--- src/rtl/pkt_pkg.sv ---
// Shared packet definitions for the vehicle radio link.
// Used by the transmit scheduler and the receive handler.
package pkt_pkg;

  localparam int FRAME_BYTES = 4;
  localparam logic [7:0] KILL_ID = 8'hFF;

  typedef enum logic [1:0] {
    IDLE,
    SEND,
    GAP
  } state_t;

  typedef struct packed {
    logic [7:0]  dest;
    logic [7:0]  src;
    logic [15:0] data;
  } frame_t;

  function automatic logic [7:0] frame_byte(
    input frame_t     f,
    input logic [1:0] idx
  );
    logic [7:0] b;
    unique case (idx)
      2'd0: b = f.dest;
      2'd1: b = f.src;
      2'd2: b = f.data[15:8];
      2'd3: b = f.data[7:0];
    endcase
    return b;
  endfunction

endpackage

--- src/rtl/rr_arbiter.sv ---
// Round-robin requester select.
// Picks the first asserted request at or above ptr, wrapping.
module rr_arbiter #(
  parameter int N  = 3,
  parameter int PW = 2
) (
  input  logic [N-1:0]  req,
  input  logic [PW-1:0] ptr,
  output logic [N-1:0]  grant,
  output logic          any
);

  logic found;

  always_comb begin
    grant = '0;
    found = 1'b0;
    any   = |req;
    for (int i = 0; i < N; i++) begin
      logic [PW-1:0] k;
      k = PW'((int'(ptr) + i) % N);
      if (!found && req[k]) begin
        grant[k] = 1'b1;
        found    = 1'b1;
      end
    end
  end

endmodule

--- src/rtl/pkt_tx_sched.sv ---
// Transmit scheduler: arbitrates requesters and kill frames,
// serialises 4-byte frames to the radio, then holds off a gap.
module pkt_tx_sched
  import pkt_pkg::*;
#(
  parameter int NUM_REQ    = 3,
  parameter int GAP_CYCLES = 4
) (
  input  logic                  clk,
  input  logic                  rst_n,
  input  logic [7:0]            veh_id,
  input  logic [NUM_REQ-1:0]    req_valid,
  input  logic [8*NUM_REQ-1:0]  req_dest,
  input  logic [16*NUM_REQ-1:0] req_data,
  output logic [NUM_REQ-1:0]    req_ready,
  input  logic                  kill_req,
  output logic                  kill_ack,
  output logic [7:0]            tx_byte,
  output logic                  tx_valid,
  input  logic                  tx_ready,
  output logic                  busy,
  output logic                  err_drop
);

  localparam int PW = (NUM_REQ > 1) ? $clog2(NUM_REQ) : 1;
  localparam logic [1:0] LAST = 2'(FRAME_BYTES - 1);

  state_t        state_q, state_d;
  logic [1:0]    idx_q, idx_d;
  logic [PW-1:0] ptr_q, ptr_d;
  logic [7:0]    gap_q, gap_d;
  frame_t        frame_q, frame_d;

  logic [NUM_REQ-1:0] grant;
  logic               any;
  logic [PW-1:0]      gidx;
  logic [7:0]         gdest;
  logic [15:0]        gdata;

  rr_arbiter #(
    .N  (NUM_REQ),
    .PW (PW)
  ) u_arb (
    .req   (req_valid),
    .ptr   (ptr_q),
    .grant (grant),
    .any   (any)
  );

  always_comb begin
    gidx  = '0;
    gdest = '0;
    gdata = '0;
    for (int i = 0; i < NUM_REQ; i++) begin
      if (grant[i]) begin
        gidx  = PW'(i);
        gdest = req_dest[8*i +: 8];
        gdata = req_data[16*i +: 16];
      end
    end
  end

  always_ff @(posedge clk or negedge rst_n) begin
    if (!rst_n) begin
      state_q <= IDLE;
      idx_q   <= '0;
      ptr_q   <= '0;
      gap_q   <= '0;
      frame_q <= '0;
    end else begin
      state_q <= state_d;
      idx_q   <= idx_d;
      ptr_q   <= ptr_d;
      gap_q   <= gap_d;
      frame_q <= frame_d;
    end
  end

  always_comb begin
    state_d   = state_q;
    idx_d     = idx_q;
    ptr_d     = ptr_q;
    gap_d     = gap_q;
    frame_d   = frame_q;
    req_ready = '0;
    kill_ack  = 1'b0;
    err_drop  = 1'b0;
    tx_valid  = 1'b0;
    tx_byte   = 8'h00;
    unique case (state_q)
      IDLE: begin
        if (kill_req) begin
          frame_d  = '{dest: KILL_ID, src: veh_id, data: 16'h0000};
          kill_ack = 1'b1;
          idx_d    = '0;
          state_d  = SEND;
        end else if (any) begin
          req_ready = grant;
          ptr_d = (gidx == PW'(NUM_REQ - 1)) ? '0 : gidx + PW'(1);
          // Broadcast ID is reserved for kill; requesters may not use it.
          if (gdest == KILL_ID) begin
            err_drop = 1'b1;
          end else begin
            frame_d = '{dest: gdest, src: veh_id, data: gdata};
            idx_d   = '0;
            state_d = SEND;
          end
        end
      end
      SEND: begin
        tx_valid = 1'b1;
        tx_byte  = frame_byte(frame_q, idx_q);
        if (tx_ready) begin
          if (idx_q == LAST) begin
            idx_d = '0;
            if (GAP_CYCLES > 0) begin
              state_d = GAP;
              gap_d   = 8'(GAP_CYCLES - 1);
            end else begin
              state_d = IDLE;
            end
          end else begin
            idx_d = idx_q + 2'd1;
          end
        end
      end
      GAP: begin
        if (gap_q == 8'd0) state_d = IDLE;
        else gap_d = gap_q - 8'd1;
      end
      default: state_d = IDLE;
    endcase
  end

  assign busy = (state_q != IDLE);

endmodule

--- config.mk ---
export PLATFORM = sky130hd
export DESIGN_NAME = pkt_tx_sched
export DESIGN_NICKNAME = d
export VERILOG_FILES = /design/src/rtl/pkt_pkg.sv /design/src/rtl/rr_arbiter.sv /design/src/rtl/pkt_tx_sched.sv
export SDC_FILE = /design/constraint.sdc
export NUM_CORES = 1
export LEC_CHECK = 0
export ABC_CLOCK_PERIOD_IN_PS = 2900
export BUFFER_PORTS_ARGS = -buffer_cell sky130_fd_sc_hd__buf_2
export CORE_MARGIN = 4
export CORE_UTILIZATION = 30
export DETAILED_ROUTE_END_ITERATION = 12
export SLEW_MARGIN = 20
export SYNTH_ARGS = -nofsm -noshare
export SYNTH_HDL_FRONTEND = slang
export SYNTH_SLANG_ARGS = --single-unit
--- constraint.sdc ---
create_clock -name clk -period 2.9 [get_ports clk]
set_input_delay 0 -clock clk [delete_from_list [all_inputs] [get_ports clk]]
set_output_delay 0 -clock clk [all_outputs]
set_load 0.01 [all_outputs]
==> results summary, run 1 <==
The run finished, with violations left. The final reports fail on negative setup slack. STA classifies the critical path endpoint as a flop. Setup repair after global routing could not meet its margin everywhere. The number of antenna violations at the first check in global routing came out at 0. The area of the die came out at 12,600 sq um.

The number of global-route vias before repair is 3,137. The cell count after placement came out at 591. The actual slew at the worst max-slew pin came out at 806 ps. The number of primary I/O pins is 102.

Max-cap violations in this run came to 0. The portion of the post-synthesis area used by sequential elements is 35.3%. For this run the aggregate overflow at the end of global routing stands at 0.

The number of violations reported at the end of detailed-routing iteration 0 is 187. The post-place instance area is 4070 sq um. The post-synth net total came out at 444. The critical path's slowest cell is dfrtp_1.

The height of the die is 112 um. The cell at the root of the clock tree is clkbuf_8. The synthesized design spends more area on one cell type than any other, namely dfrtp_1. The count of buffering cells on the critical path with inverters included is 3.

The count of final hold-check violations is 0. The fraction of registers with async set or reset after synthesis is 100%. The total number of clock tree sinks came out at 46. By area the synthesized netlist is led by dfrtp_1 35%, mux2_4 8.8%, nor2_1 5.6%.

The row count is 37. The placed wire-length estimate after detailed placement came out at 7.60 mm. The length of the first detailed-routing pass in iterations is 5.

The region available for standard cell placement spans 10,500 sq um. The via density per instance is 5.14. At the end of the flow, the number of nets in the layout was 587. The remaining max-slew budget at the tightest pin came out at 45.5%. After detailed routing, the total wire length is 10.3 mm.

At the end of routability-driven placement, the weighted congestion stood at 0.847. The total of endpoints with negative setup slack in the final report came out at 36. The largest fanout on the critical path is 6. Across all layers, the routed design uses 3,216 vias. The overall fraction of global-route tracks in use came out at 14.7%.

In this run the worst hold path is classified as in2reg. The maximum number of pins on one net before global-route repair is 47. The total clock buffers created by CTS came out at 5. The ratio of total power to cell area is 290 nW/um^2. IR analysis of the VDD net gives a maximum drop of 0.218 mV.

The setup slack of the critical path after layout came out at -193 ps. The required time of the critical path is 3080 ps. The final period demand of the worst path is 3090 ps.

The clock tree from TritonCTS is done. The starting density of the core is 31.1%. The highest clock frequency the design can meet is 0.323 GHz. The number of distinct library cells after synthesis is 69. The area share of the largest cell type after synthesis came out at 35.3%. The detail route stage leaves a number of antenna-violating nets equal to 0.

Counting flops with a built-in enable in the synthesized netlist gives 0. After detailed routing, the average wire length per cell comes to 16.4 um. The final-layout setup total negative slack came out at -5440 ps. The kind of start point of the critical path is a flop. The number of instances in the synthesized netlist came out at 347. The leakage power of the design came out at 2.14 nW. The data arrival time of the critical path is 3270 ps. The top cell family by delay on the critical path is compound AO/OA/AOI/OAI gates. The number of max-slew violations in the final report is 0. The peak per-stage delay on the critical path is 410 ps.

The cell area after synthesis came out at 3260 sq um. The number of H-tree branching levels came out at 2. The post-route cell area came out at 4660 sq um.

The signed area change from the synthesized netlist to the final layout came out at 43.0%. Among all flip-flop cells after synthesis, the most frequent one is dfrtp_1. After the flow finishes, the layout carries non-filler instances totaling 626. The synthesis-stage register bit count came out at 46. The later pin in the worst-skew pair is clocked with a latency of 290 ps.

The maximum buffer depth of the clock tree is 2. The signal on the critical path passes through buf_6 -> ha_4 -> nand4bb_1 -> o32ai_2 -> a221o_1 -> o2111ai_1 -> a31oi_1 -> and4_4 -> a31oi_4 -> buf_12 -> clkbuf_16 -> mux2_4. The global-route wire length before repair came out at 15.2 mm.

In the routed design, unresolved DRC markers number 0. The mean area per synthesized cell is 9.39 sq um. The number of synthesis warnings came out at 0.

Timing analysis after detailed placement gives a worst setup slack of -210 ps. Clock-pin slew was measured on the worst setup and hold paths at 80 ps. The share of layout cells above drive strength 1 came out at 44.7%. 0 antenna diodes ended up in the layout. The final critical-path share of the clock period is 107%. The path type of the worst setup path is reg2reg. The final setup skew is 3.47 ps. Port buffering added 101 buffers. The x dimension of the die came out at 112 um.
-- Yosys cell counts, types with 2 or more instances --
library cell,number
a21oi_1,16
nor2_1,49
buf_12,2
o2111ai_1,4
dfrtp_1,46
a221o_1,2
a222oi_1,8
nor3_1,3
o22a_1,4
mux2i_1,3
o21ai_0,15
xnor2_1,3
or3_1,3
nand3_1,5
a211o_1,2
a21boi_0,2
and3b_1,2
clkbuf_1,11
nand2_1,39
a31oi_1,6
inv_1,13
ha_1,10
a311oi_1,16
mux2_2,6
a2bb2oi_1,2
buf_4,2
buf_6,2
and2_1,4
o21a_1,2
nand4_1,2
buf_2,5
o21ai_1,2
and3_1,2
mux2_4,19
-- where the power goes --
group | total, mW | internal [mW] | switching, mW
clock | 0.482 | 0.276 | 0.206
combinational | 0.228 | 0.115 | 0.113
sequential | 0.641 | 0.641 | 0
total | 1.35 | 1.03 | 0.319
-- path summary, 6_finish.rpt --
check / depth (start not counted) / startpoint / slack (ps) / endpoint
hold / removal: 3 / tx_ready / 60 / state_q[0]
max in group asynchronous: 2 / rst_n / 2270 / ptr_q[1]
hold reg to reg: 1 / gap_q[0] / 470 / gap_q[0]
setup / recovery: 12 / ptr_q[1] / -190 / frame_q[12]
setup reg to reg: 12 / ptr_q[1] / -190 / frame_q[12]
min in group asynchronous: 2 / rst_n / 240 / frame_q[17]
-- layout by cell type (no fill, tap or decap), types with 4 or more instances in the layout --
cell,count
dlygate4sd3_1,9
a311oi_1,16
buf_2,101
o21ai_0,15
nand3_1,4
inv_1,11
o22a_1,4
mux2_4,24
nor2_1,48
nand2_1,38
a222oi_1,8
o2111ai_1,4
a31oi_1,4
buf_6,7
buf_4,37
dfrtp_1,46
ha_1,7
a21oi_1,13
clkbuf_8,6
-- worst register-to-register path: cells and delay by family, from the launching register on --
family / cells / cell delay, ps
buffers and inverters: 3 / 490
adder cells (fa/ha/maj): 1 / 260
AND/OR/NAND/NOR: 2 / 530
flip-flops: 1 / 410
AO/OA/AOI/OAI: 5 / 1010
multiplexers: 1 / 300
-- layout make-up --
cell class	count	area [sq um]
clock buffer	6	82.6
fill	1038	5810
inverter	13	48.8
multi-input combinational	265	2110
clock inverter	1	30.0
timing repair buffer	159	1060
sequential	46	1150
tap	136	170
-- registers in the layout (all words and copies together), names as in the netlist --
name / count
state_q: 2
gap_q: 8
frame_q: 32
idx_q: 2
ptr_q: 2
-- per-layer routing --
| metal | routed length, um | GRT usage [%] | share of wire, % | up-vias |
|---|---|---|---|---|
| met3 | 505 | 2.75 | 4.9 | 18 |
| met4 | 206 | 4.17 | 2.0 | 0 |
| met5 | 0 | 0 | 0 | - |
| met1 | 4570 | 19.1 | 44 | 1524 |
| li1 | - | - | - | 1571 |
| met2 | 5010 | 25.1 | 49 | 103 |
-- what timing repair did --
action,in CTS,in global routing
endpoints found under the setup margin,36,36
pin swaps,2,11
buffers inserted,9,6
hold buffers,9,0
cloned,1,3
endpoints found under the hold margin,54,0
resized for setup,24,19
-- through the flow --
stage	hold WS, ps	power [mW]	util (%)
CTS	48.2	1.35	42.6
detailed placement	231	0.844	38.9
global route	72.5	1.41	44.5
floorplan	-296	0.732	-
finish	63.2	1.35	44.5
global placement	223	0.842	38.9
-- cell families (layout without fill, tap and decap cells) --
family	after synthesis	after routing	synth area share, %
flops	46	46	35.3
simple gates	125	125	17.9
compound gates	98	98	24.0
buf+inv	36	179	6.03
xor+xnor	4	4	1.08
fa+ha+maj	10	10	3.84
mux	28	28	11.8
Power figures use the tool's default switching activity.
==> run 2, diff against run 1 <==
--- a/config.mk
+++ b/config.mk
@@ -5,11 +5,12 @@
 export SDC_FILE = /design/constraint.sdc
 export NUM_CORES = 1
 export LEC_CHECK = 0
+export ABC_AREA = 1
 export ABC_CLOCK_PERIOD_IN_PS = 2900
-export BUFFER_PORTS_ARGS = -buffer_cell sky130_fd_sc_hd__buf_2
 export CORE_MARGIN = 4
 export CORE_UTILIZATION = 30
 export DETAILED_ROUTE_END_ITERATION = 12
+export DONT_BUFFER_PORTS = 1
 export SLEW_MARGIN = 20
 export SYNTH_ARGS = -nofsm -noshare
 export SYNTH_HDL_FRONTEND = slang
==> results summary, run 2 <==
By count the netlist is led by 177 x nand2_1, 49 x nor2_1, 47 x inv_1. The placed wire-length estimate after detailed placement came out at 6.43 mm. nand2_1 is the most common cell in the netlist. The worst pin sits at a relative slew slack of 67.6%. At the end of routability-driven placement, the weighted congestion stood at 0.841. The area of the die came out at 12,200 sq um. The synthesis-stage register bit count came out at 46. The number of buffers added on ports came out at 0. The routing usage on met3 is 3.96%. In the routed design, unresolved DRC markers number 0. For this run, global-route usage on met1 was measured as 18.7%.

Dividing the detail-routed wire length by the instance count gives 13.8 um. The post-detailed-routing wire length is 9.23 mm. The run finished with clean final reports. The register with the most flip-flops in the layout has 32 of them. The fraction of registers with async set or reset after synthesis is 100%.

The worst setup path is captured at a flop. For hold timing, the worst endpoint is frame_q[13]. TritonCTS built the clock tree. The H-tree was split into 2 levels.

The total grt overflow came out at 0. The worst register-to-register path begins at ptr_q[0]. The number of antenna violations at the first check in global routing is 0. The final setup skew came out at 5.79 ps. The number of distinct library cells after synthesis is 32.

Counting along the longest clock path gives a buffer depth of 2. The x dimension of the die is 110 um. The antenna diode count came out at 0. The final period demand of the worst path came out at 2710 ps.

The endpoint of the worst-slack reg-to-reg timing path is frame_q[22]. The critical hold path startpoint is req_data[13]. The share of the Yosys chip area taken by registers is 36.6%.

Leaving out fill and tap cells, the most frequent cell in the layout is nand2_1. The kind of start point of the critical path is a flop. Relative to the synthesized area, the layout overhead comes to 28.2%. The flip-flop cell with the highest count after synthesis is dfrtp_1. The number of primary I/O pins is 102. The number of max-slew violations in the final report came out at 0.

Of the available clock period, the critical path in the final layout requires 93.4%. The placeable core area is 10,300 sq um. During synthesis, Yosys emitted a total of 0 warnings. The max-cap violation count came out at 0. Counting flops with a built-in enable in the synthesized netlist gives 0.

Data arrives at the worst endpoint at 2900 ps. Along the worst hold path, the cell count comes to 4. The first routing iteration left 172 violations.

The count of antenna-violating nets left after detailed routing is 0. The mean area per synthesized cell is 6.55 sq um. The share of layout cells above drive strength 1 came out at 9.59%. The number of instances in the synthesized netlist came out at 480. The worst min-delay path class is in2reg.

The library cells used most frequently in the layout, excluding fill and tap cells, are 175 x nand2_1, 51 x dlygate4sd3_1, 46 x inv_1. The worst setup path is of the reg2reg kind. The global-route wire length before repair is 15.4 mm. The depth of the worst register-to-register path came out at 20. The floorplan has 37 rows.

CTS placed an instance of clkbuf_8 at the clock tree root. The total clock buffers created by CTS is 5. After global routing, the most crowded layer is met2. The cell area after synthesis is 3140 sq um. The clock edge transition at the registers on the reported setup and hold paths is 90 ps. The clock insertion delay at the later pin of the skew report is 300 ps. Ranked by total cell area, the synthesized netlist is headed by dfrtp_1 37%, nand2_1 21%, nor2_1 5.9%. The actual slew at the worst max-slew pin came out at 486 ps. The required time of the critical path came out at 3090 ps. The smallest hold slack is 1.13 ps.

The leakage power of the design is 1.95 nW. Ranked by flip-flop count, first place goes to frame_q. The worst voltage drop across the vdd grid is 0.651 mV.

The starting density of the core is 30.6%. The post-synth net total came out at 577. The final route contains 3,245 vias. The net count of the finished layout is 628. Counting every sink on the clock net gives 46. The overall fraction of global-route tracks in use is 15.9%. The met2 track utilization from global routing is 28.8%. The die is 110 um tall. The largest fanout on the critical path came out at 16. Entering global routing, the biggest net connects 47 pins. The area share of the largest cell type after synthesis came out at 36.6%. In the routed layout, each cell is associated on average with a via count of 4.86. The number of global-route vias before repair came out at 3,270. The length of the first detailed-routing pass in iterations came out at 6. In the final layout, the registers with the most flip-flops are frame_q x32, gap_q x8.

After routing, the total negative slack on setup checks comes to 0 ps. The count of final hold-check violations came out at 0. The cell type with the highest aggregate area in the netlist is dfrtp_1. The highest clock frequency the design can meet is 0.369 GHz. The total of endpoints with negative setup slack in the final report is 0.

The ratio of total power to cell area came out at 1100 nW/um^2. The register-to-register setup slack is 190 ps.
==> run 2: timing repair <==
item,4_1_cts,5_1_grt
hold buffers,52,0
setup buffers,0,2
hold endpoints to repair,78,0
endpoints found under the setup margin,0,36
gates resized for setup,0,16
==> run 2: worst max-delay path by stage <==
stage	from	to	slack [ps]
detailed placement	ptr_q[0]	frame_q[18]	100
floorplan	ptr_q[0]	frame_q[17]	390
finish	ptr_q[0]	frame_q[22]	190
global route	ptr_q[0]	frame_q[22]	-5
global placement	ptr_q[0]	frame_q[22]	180
CTS	ptr_q[0]	frame_q[22]	80
==> run 2: through the flow <==
step	utilization [%]	instances	area (sq um)	power (mW)	setup slack, ps
detailed placement	31.9	605	3280	3.71	101
global route	39.2	668	4030	4.92	-5.10
global placement	31.9	605	3280	3.65	184
finish	39.2	668	4030	4.44	193
CTS	38.2	665	3930	4.27	80.0
floorplan	-	480	3140	3.12	392
==> run 2: layout make-up <==
class / count / area (sq um)
clock inverters: 2 / 37.5
repair buffers: 62 / 659
inverters: 54 / 203
flip-flops and latches: 46 / 1150
multi-input cells: 362 / 1730
clock buffers: 6 / 72.6
fillers: 1076 / 6250
well taps: 136 / 170
==> run 2: kinds of logic after synthesis <==
group           count (synthesis)  share of synthesized area (%)
fa+ha+maj                      10                           3.98
compound gates                 60                           10.4
buf+inv                        72                           9.88
flops                          46                           36.6
simple gates                  289                           38.3
xor+xnor                        3                          0.836
==> run 2: metal layers <==
layer,wire (um),part of all wire (%),up-vias
li1,-,-,1604
met1,3740,41,1506
met2,4740,51,115
met3,568,6.2,20
met4,184,2.0,0
met5,0,0,-
==> run 2: report_power, final <==
group	internal, mW	switching, mW	leakage [nW]
logic	1.04	1.85	1.32
clock network	0.257	0.220	0.0514
registers	0.895	0.183	0.583
==> run 2: worst max-delay path, stage by stage, from the launching register on <==
cell	delay, ps
dfrtp_1	400
inv_1	130
ha_4	240
o21ai_1	170
nand2_1	120
nand2_1	100
nor2_2	40
nor2_2	110
buf_6	160
inv_2	70
nand2_1	60
nand2_1	50
nor2_1	160
nand2_1	70
nor2_1	120
nand3_2	130
nand2_4	130
buf_12	150
inv_2	80
nand2_1	70
nand2_1	50
